### src/rtl/conv_adder_tree_pipe_if.sv
// conv_adder_tree_pipe_if: window stream into the adder tree, saturated result stream out
interface conv_adder_tree_pipe_if #(
    parameter int BIT_WIDTH  = 32,
    parameter int N_IN       = 25,
    parameter int BIAS_WIDTH = 8
);
    logic                      in_valid;
    logic [BIT_WIDTH*N_IN-1:0] in_data;
    logic [BIAS_WIDTH-1:0]     bias;
    logic                      relu_en;
    logic                      clear;
    logic                      out_valid;
    logic [BIT_WIDTH-1:0]      out_data;
    logic                      busy;
    modport master (output in_valid, in_data, bias, relu_en, clear, input out_valid, out_data, busy);
    modport slave  (input in_valid, in_data, bias, relu_en, clear, output out_valid, out_data, busy);
endinterface

### src/rtl/conv_adder_tree_pipe.sv
// conv_adder_tree_pipe: registered adder tree with per-channel accumulation, bias, ReLU and saturation
module conv_adder_tree_pipe #(
    parameter int BIT_WIDTH  = 32,
    parameter int N_IN       = 25,
    parameter int BIAS_WIDTH = 8,
    parameter int NUM_CH     = 1
) (
    input logic                  clk,
    input logic                  rst,
    conv_adder_tree_pipe_if.slave bus
);
    localparam int S  = $clog2(N_IN);
    localparam int W  = BIT_WIDTH + $clog2(N_IN * NUM_CH) + 1;
    localparam int RW = W + 1;
    localparam int CW = NUM_CH > 1 ? $clog2(NUM_CH) : 1;
    localparam logic signed [RW-1:0] sat_max = {{(RW-BIT_WIDTH+1){1'b0}}, {(BIT_WIDTH-1){1'b1}}};
    localparam logic signed [RW-1:0] sat_min = {{(RW-BIT_WIDTH+1){1'b1}}, {(BIT_WIDTH-1){1'b0}}};

    function automatic int lvl_cnt(input int l);
        return (N_IN + (1 << l) - 1) >> l;
    endfunction

    for (genvar l = 0; l <= S; l++) begin : g_lvl
        localparam int C = lvl_cnt(l);
        logic signed [W-1:0] val [C];
        if (l == 0) begin : g_in
            for (genvar i = 0; i < C; i++) begin : g_i
                assign val[i] = W'($signed(bus.in_data[BIT_WIDTH*i +: BIT_WIDTH]));
            end
        end else begin : g_reg
            logic signed [W-1:0] val_d [C];
            logic signed [W-1:0] val_q [C];
            for (genvar i = 0; i < C; i++) begin : g_i
                if (2*i+1 < lvl_cnt(l-1)) begin : g_add
                    assign val_d[i] = g_lvl[l-1].val[2*i] + g_lvl[l-1].val[2*i+1];
                end else begin : g_pass
                    assign val_d[i] = g_lvl[l-1].val[2*i];
                end
            end
            always_ff @(posedge clk) val_q <= val_d;
            assign val = val_q;
        end
    end

    logic [S:1]                  vld_d, vld_q;
    logic [S:1][BIAS_WIDTH-1:0]  bias_d, bias_q;
    logic [CW-1:0]               ch_cnt_d, ch_cnt_q;
    logic signed [W-1:0]         acc_d, acc_q, res;
    logic signed [RW-1:0]        r, rr;
    logic                        first, last;
    logic                        out_valid_d, out_valid_q, busy_d, busy_q;
    logic [BIT_WIDTH-1:0]        out_data_d, out_data_q;

    always_comb begin
        res         = g_lvl[S].val[0];
        first       = ch_cnt_q == '0;
        last        = ch_cnt_q == CW'(NUM_CH - 1);
        vld_d       = bus.clear ? '0 : S'({vld_q, bus.in_valid});
        bias_d      = (S*BIAS_WIDTH)'({bias_q, bus.bias});
        acc_d       = bus.clear ? '0 : vld_q[S] ? (first ? res : acc_q + res) : acc_q;
        ch_cnt_d    = bus.clear ? '0 : vld_q[S] ? (last ? '0 : ch_cnt_q + 1'b1) : ch_cnt_q;
        r           = RW'(first ? res : acc_q + res) + RW'($signed(bias_q[S]));
        rr          = (bus.relu_en && r < 0) ? '0 : r;
        out_valid_d = !bus.clear && vld_q[S] && last;
        out_data_d  = !out_valid_d ? out_data_q :
                      rr > sat_max ? sat_max[BIT_WIDTH-1:0] :
                      rr < sat_min ? sat_min[BIT_WIDTH-1:0] : rr[BIT_WIDTH-1:0];
        busy_d      = !bus.clear && (|vld_q || !first);
    end

    always_ff @(posedge clk) bias_q <= bias_d;

    always_ff @(posedge clk) begin
        if (rst) begin
            vld_q       <= '0;
            ch_cnt_q    <= '0;
            acc_q       <= '0;
            out_valid_q <= 1'b0;
            out_data_q  <= '0;
            busy_q      <= 1'b0;
        end else begin
            vld_q       <= vld_d;
            ch_cnt_q    <= ch_cnt_d;
            acc_q       <= acc_d;
            out_valid_q <= out_valid_d;
            out_data_q  <= out_data_d;
            busy_q      <= busy_d;
        end
    end

    assign bus.out_valid = out_valid_q;
    assign bus.out_data  = out_data_q;
    assign bus.busy      = busy_q;
endmodule

### src/flat_wrapper.sv
// flat-port wrapper written by rule: the top's interface ports become plain ports
module conv_adder_tree_pipe_flat 
#(
    parameter int BIT_WIDTH  = 32,
    parameter int N_IN       = 25,
    parameter int BIAS_WIDTH = 8,
    parameter int NUM_CH     = 1
)
  (clk, rst, bus_in_valid, bus_in_data, bus_bias, bus_relu_en, bus_clear, bus_out_valid, bus_out_data, bus_busy);
  conv_adder_tree_pipe_if #(.BIT_WIDTH(BIT_WIDTH), .N_IN(N_IN), .BIAS_WIDTH(BIAS_WIDTH)) bus_i ();
  input logic clk;
  input logic rst;
  input wire logic [$bits(bus_i.in_valid)-1:0] bus_in_valid;
  input wire logic [$bits(bus_i.in_data)-1:0] bus_in_data;
  input wire logic [$bits(bus_i.bias)-1:0] bus_bias;
  input wire logic [$bits(bus_i.relu_en)-1:0] bus_relu_en;
  input wire logic [$bits(bus_i.clear)-1:0] bus_clear;
  output wire logic [$bits(bus_i.out_valid)-1:0] bus_out_valid;
  output wire logic [$bits(bus_i.out_data)-1:0] bus_out_data;
  output wire logic [$bits(bus_i.busy)-1:0] bus_busy;
  assign bus_i.in_valid = bus_in_valid;
  assign bus_i.in_data = bus_in_data;
  assign bus_i.bias = bus_bias;
  assign bus_i.relu_en = bus_relu_en;
  assign bus_i.clear = bus_clear;
  assign bus_out_valid = bus_i.out_valid;
  assign bus_out_data = bus_i.out_data;
  assign bus_busy = bus_i.busy;
  conv_adder_tree_pipe #(.BIT_WIDTH(BIT_WIDTH), .N_IN(N_IN), .BIAS_WIDTH(BIAS_WIDTH), .NUM_CH(NUM_CH)) u_core (.clk(clk), .rst(rst), .bus(bus_i));
endmodule
### config.mk
export PLATFORM = sky130hd
export DESIGN_NAME = conv_adder_tree_pipe_flat
export DESIGN_NICKNAME = d
export VERILOG_FILES = /design/src/rtl/conv_adder_tree_pipe_if.sv /design/src/rtl/conv_adder_tree_pipe.sv /design/src/flat_wrapper.sv
export SDC_FILE = /design/constraint.sdc
export NUM_CORES = 2
export LEC_CHECK = 0
export BUFFER_PORTS_ARGS = -buffer_cell sky130_fd_sc_hd__buf_2
export CELL_PAD_IN_SITES_DETAIL_PLACEMENT = 0
export CELL_PAD_IN_SITES_GLOBAL_PLACEMENT = 1
export CORE_MARGIN = 2
export CORE_UTILIZATION = 48
export CTS_CLUSTER_SIZE = 25
export DETAILED_ROUTE_END_ITERATION = 7
export HOLD_SLACK_MARGIN = 0.15
export PLACE_DENSITY = 0.95
export SLEW_MARGIN = 20
export SYNTH_ARGS = -nofsm -noshare
export SYNTH_HDL_FRONTEND = slang
export SYNTH_SLANG_ARGS = --single-unit
### constraint.sdc
create_clock -name clk -period 9.5 [get_ports clk]
set_input_delay 0 -clock clk [delete_from_list [all_inputs] [get_ports clk]]
set_output_delay 0 -clock clk [all_outputs]
set_load 0.01 [all_outputs]
==> qor.yml <==
finalWeightedCongestion: 0.991
synth_top_family_by_area: "compound AO/OA/AOI/OAI gates"
synth_compound_area_share_pct: 22.2
stdcell_count: 10721
io-pin-count: 847
finClkSkew_ns: 0.0354
clk_latency_ns: 0.69
vias: 59247
dpl_worst_slack_ns: 5.27
io_buffers: 846
drt-pass1-iter-count: 8
async_reset_ff_share_pct: 0
synthToLayoutAreaGrowth_pct: 37.8
fin_crit_sh_pct: 57.7
drive_above_1_share_pct: 12.5
ys_types: 86
dominantRegCellSynth: "dfxtp_1"
clk_pin_slew_worst_paths_ns: 0.06
leakagePower_nw: 39.0
globalRoute.totalOverflow: 0
synthTopCellsByArea: "dfxtp_1 (34%), ha_1 (17%), xnor2_1 (7.7%), a21oi_1 (5.1%), a21o_1 (4.4%)"
cpLargestDelayFamily: "compound AO/OA/AOI/OAI gates"
cts_buffers: 105
clock.fmax_ghz: 0.183
fill_cells: 9810
wirelength_um: 198000
rrSetupSlack_ns: 5.26
final_max_slew_viol_count: 0
post_synth_mux_area_share_pct: 0.0492
path_cells: "dlygate4sd3_1 -> buf_2 -> dlygate4sd3_1 -> ha_1 -> inv_1 -> fa_1 -> nor2b_1 -> o21ai_0 -> a21boi_0 -> o21a_1 -> o41ai_2 -> o2111ai_1 -> nand2_1 -> o221ai_1 -> o41ai_1 -> o21ai_0 -> dlygate4sd3_1 -> a211oi_1 -> dlygate4sd3_1"
dp_hpwl_um: 147000
tns_ns: 0
ir_drop_mv: 0.189
yosys.area.top_type: "dfxtp_1"
synth.avg_cell_area_um2: 9.07
post_drt_wl_per_cell_um: 18.4
nNetsFinal: 10638
synth_cells: 6728
setup_ws_ns: 4.02
slew_headroom_pct: 27.1
worstMarginPinSlew_ns: 1.09
crit_path_max_fanout: 4
grt_util_all_layers_pct: 29.1
critPathLaunchType: "input pin"
final_util_pct: 66.8
via_per_inst: 5.53
cts_sinks: 1027
path_class: "in2reg"
max_cap_violations: 0
root_buffer: "clkbuf_16"
netlist.area_leader.share_pct: 33.7
postCtsSetupBuffers: 0
power_mw: 24.6
antenna_found_initial: 32
cp_slowest_cell: "o41ai_2"
synth_xor_area_share_pct: 10.0
h-tree-depth: 3
dp.cells: 9191
grt_max_degree: 64
ys_seq_elements: 1027
synth_edf_count: 0
end_kind: "register"
yosysWarningCount: 0
coreArea_um2: 126000
max_stage_delay_ns: 0.66
die_h_um: 361
setup_viol: 0
post-route-drc-count: 0
first_global_vias: 60787
syn_area_um2: 61000
fp.dieArea_um2: 130000
syn_nets: 8408
hold_viol_final: 0
yosys.area_share.simple_pct: 13.7
cts_tree: "done"
grt_pass1_wl_um: 308000
cp_common_cell: "dlygate4sd3_1"
die_x_um: 361
layout_commonest_cell: "dlygate4sd3_1"
rows: 130
cts_buffer_depth: 3
yosysSeqAreaShare_pct: 33.7
place_area_um2: 67200
start_util_pct: 48.5
drtIter0Drc: 3580
drtAntennaViolNets: 0
arrival_ns: 6.11
status: "finished, final reports clean"
hp-class: "in2reg"
min_period_ns: 5.48
timing.critical_path.buf_inv: 6
layout_common_cells: "dlygate4sd3_1 (1310), dfxtp_1 (1027), buf_2 (845)"
cp.required_ns: 10.13
p_per_area_nw_per_um2: 292
rsz0062_at_grt: "no"
design_area_um2: 84100
holdWs_ns: 0.230
synth_fa_ha_area_share_pct: 18.1
==> sequential cells by signal, summed over array words and instances, names as in the netlist <==
signal and count:
u_core.bus.busy 1, u_core.vld_q 5, u_core.bias_d 32, u_core.bus.out_valid 1
u_core.g_lvl.g_reg.val_q 948, u_core.bus.out_data 32, u_core.bias_q 8
==> Yosys cell counts (15+ instances only) <==
library cell  instances
dfxtp_1            1027
ha_1                842
a21oi_1             628
nor2_1              576
xnor2_1             535
a21o_1              360
inv_1               324
o21ai_0             320
nand2_1             287
nor3_1              170
nand3_1             169
xor2_1              162
o21a_1              141
o21bai_1            106
nor2b_1             100
and3_1               92
nand2b_1             92
or3_1                65
a211oi_1             50
nand4_1              42
a31oi_1              40
o211ai_1             36
o31ai_1              33
clkbuf_1             31
a211o_1              28
and2_1               28
fa_1                 25
nand3b_1             23
o41ai_1              22
o2111ai_1            20
o32ai_2              20
or2_2                20
a21boi_0             19
a31o_2               19
o22ai_1              16
o21ai_1              15
o31a_1               15
==> worst register-to-register path: cells and delay by family (launching register included) <==
kind / cells / cell delay, ns
fa+ha+maj: 1 / 0.36
simple gates: 1 / 0.23
buf+inv: 1 / 0.35
flops: 1 / 0.31
compound gates: 10 / 2.78
==> cell type report <==
type | instances | area, µm² | area share, %
well taps | 1650 | 2060 | 2.45
flip-flops and latches | 1027 | 20600 | 24.4
clock inverters | 50 | 697 | 0.828
inverters | 324 | 1220 | 1.45
multi-input cells | 5338 | 39100 | 46.5
clock buffers | 143 | 3030 | 3.60
diodes | 27 | 67.6 | 0.0803
repair buffers | 2162 | 17400 | 20.7
==> metal layers <==
metal / routed length [µm] / global-route usage [%] / vias to the layer above / part of all wire [%]
li1: - / - / 28909 / -
met1: 81000 / 33.7 / 27656 / 41
met2: 96300 / 51.9 / 1990 / 49
met3: 9160 / 3.68 / 686 / 4.6
met4: 11200 / 15.9 / 6 / 5.7
met5: 37 / 0 / - / 0.019
==> final timing paths <==
kind                                                startpoint                                to  cells past startpoint
worst max-delay path                          bus_in_data[608]  u_core.g_lvl[1].g_reg.val_q[144]                     19
worst min-delay path                          bus_in_data[665]  u_core.g_lvl[1].g_reg.val_q[102]                      5
worst max register to register               u_core.bias_q[39]           u_core.bus.out_data[30]                     13
worst min register to register  u_core.g_lvl[1].g_reg.val_q[1]    u_core.g_lvl[2].g_reg.val_q[1]                      0
==> repair_timing <==
action,CTS,global route
hold endpoints to repair,475,0
gates resized for setup,0,0
hold buffers,1310,0
==> where the power goes <==
part	switching (mW)	internal, mW
sequential	0.751	5.92
clock	1.77	2.60
combinational	7.32	6.25
==> cells by family (layout without fill, tap and decap cells) <==
group,count (synthesis),after routing
flops,1027,1027
xor+xnor,697,697
mux,3,3
simple gates,1726,1726
fa+ha+maj,867,867
compound gates,2045,2045
other cells,0,27
buf+inv,363,2679
No activity file was read; power rests on OpenSTA's default activity.
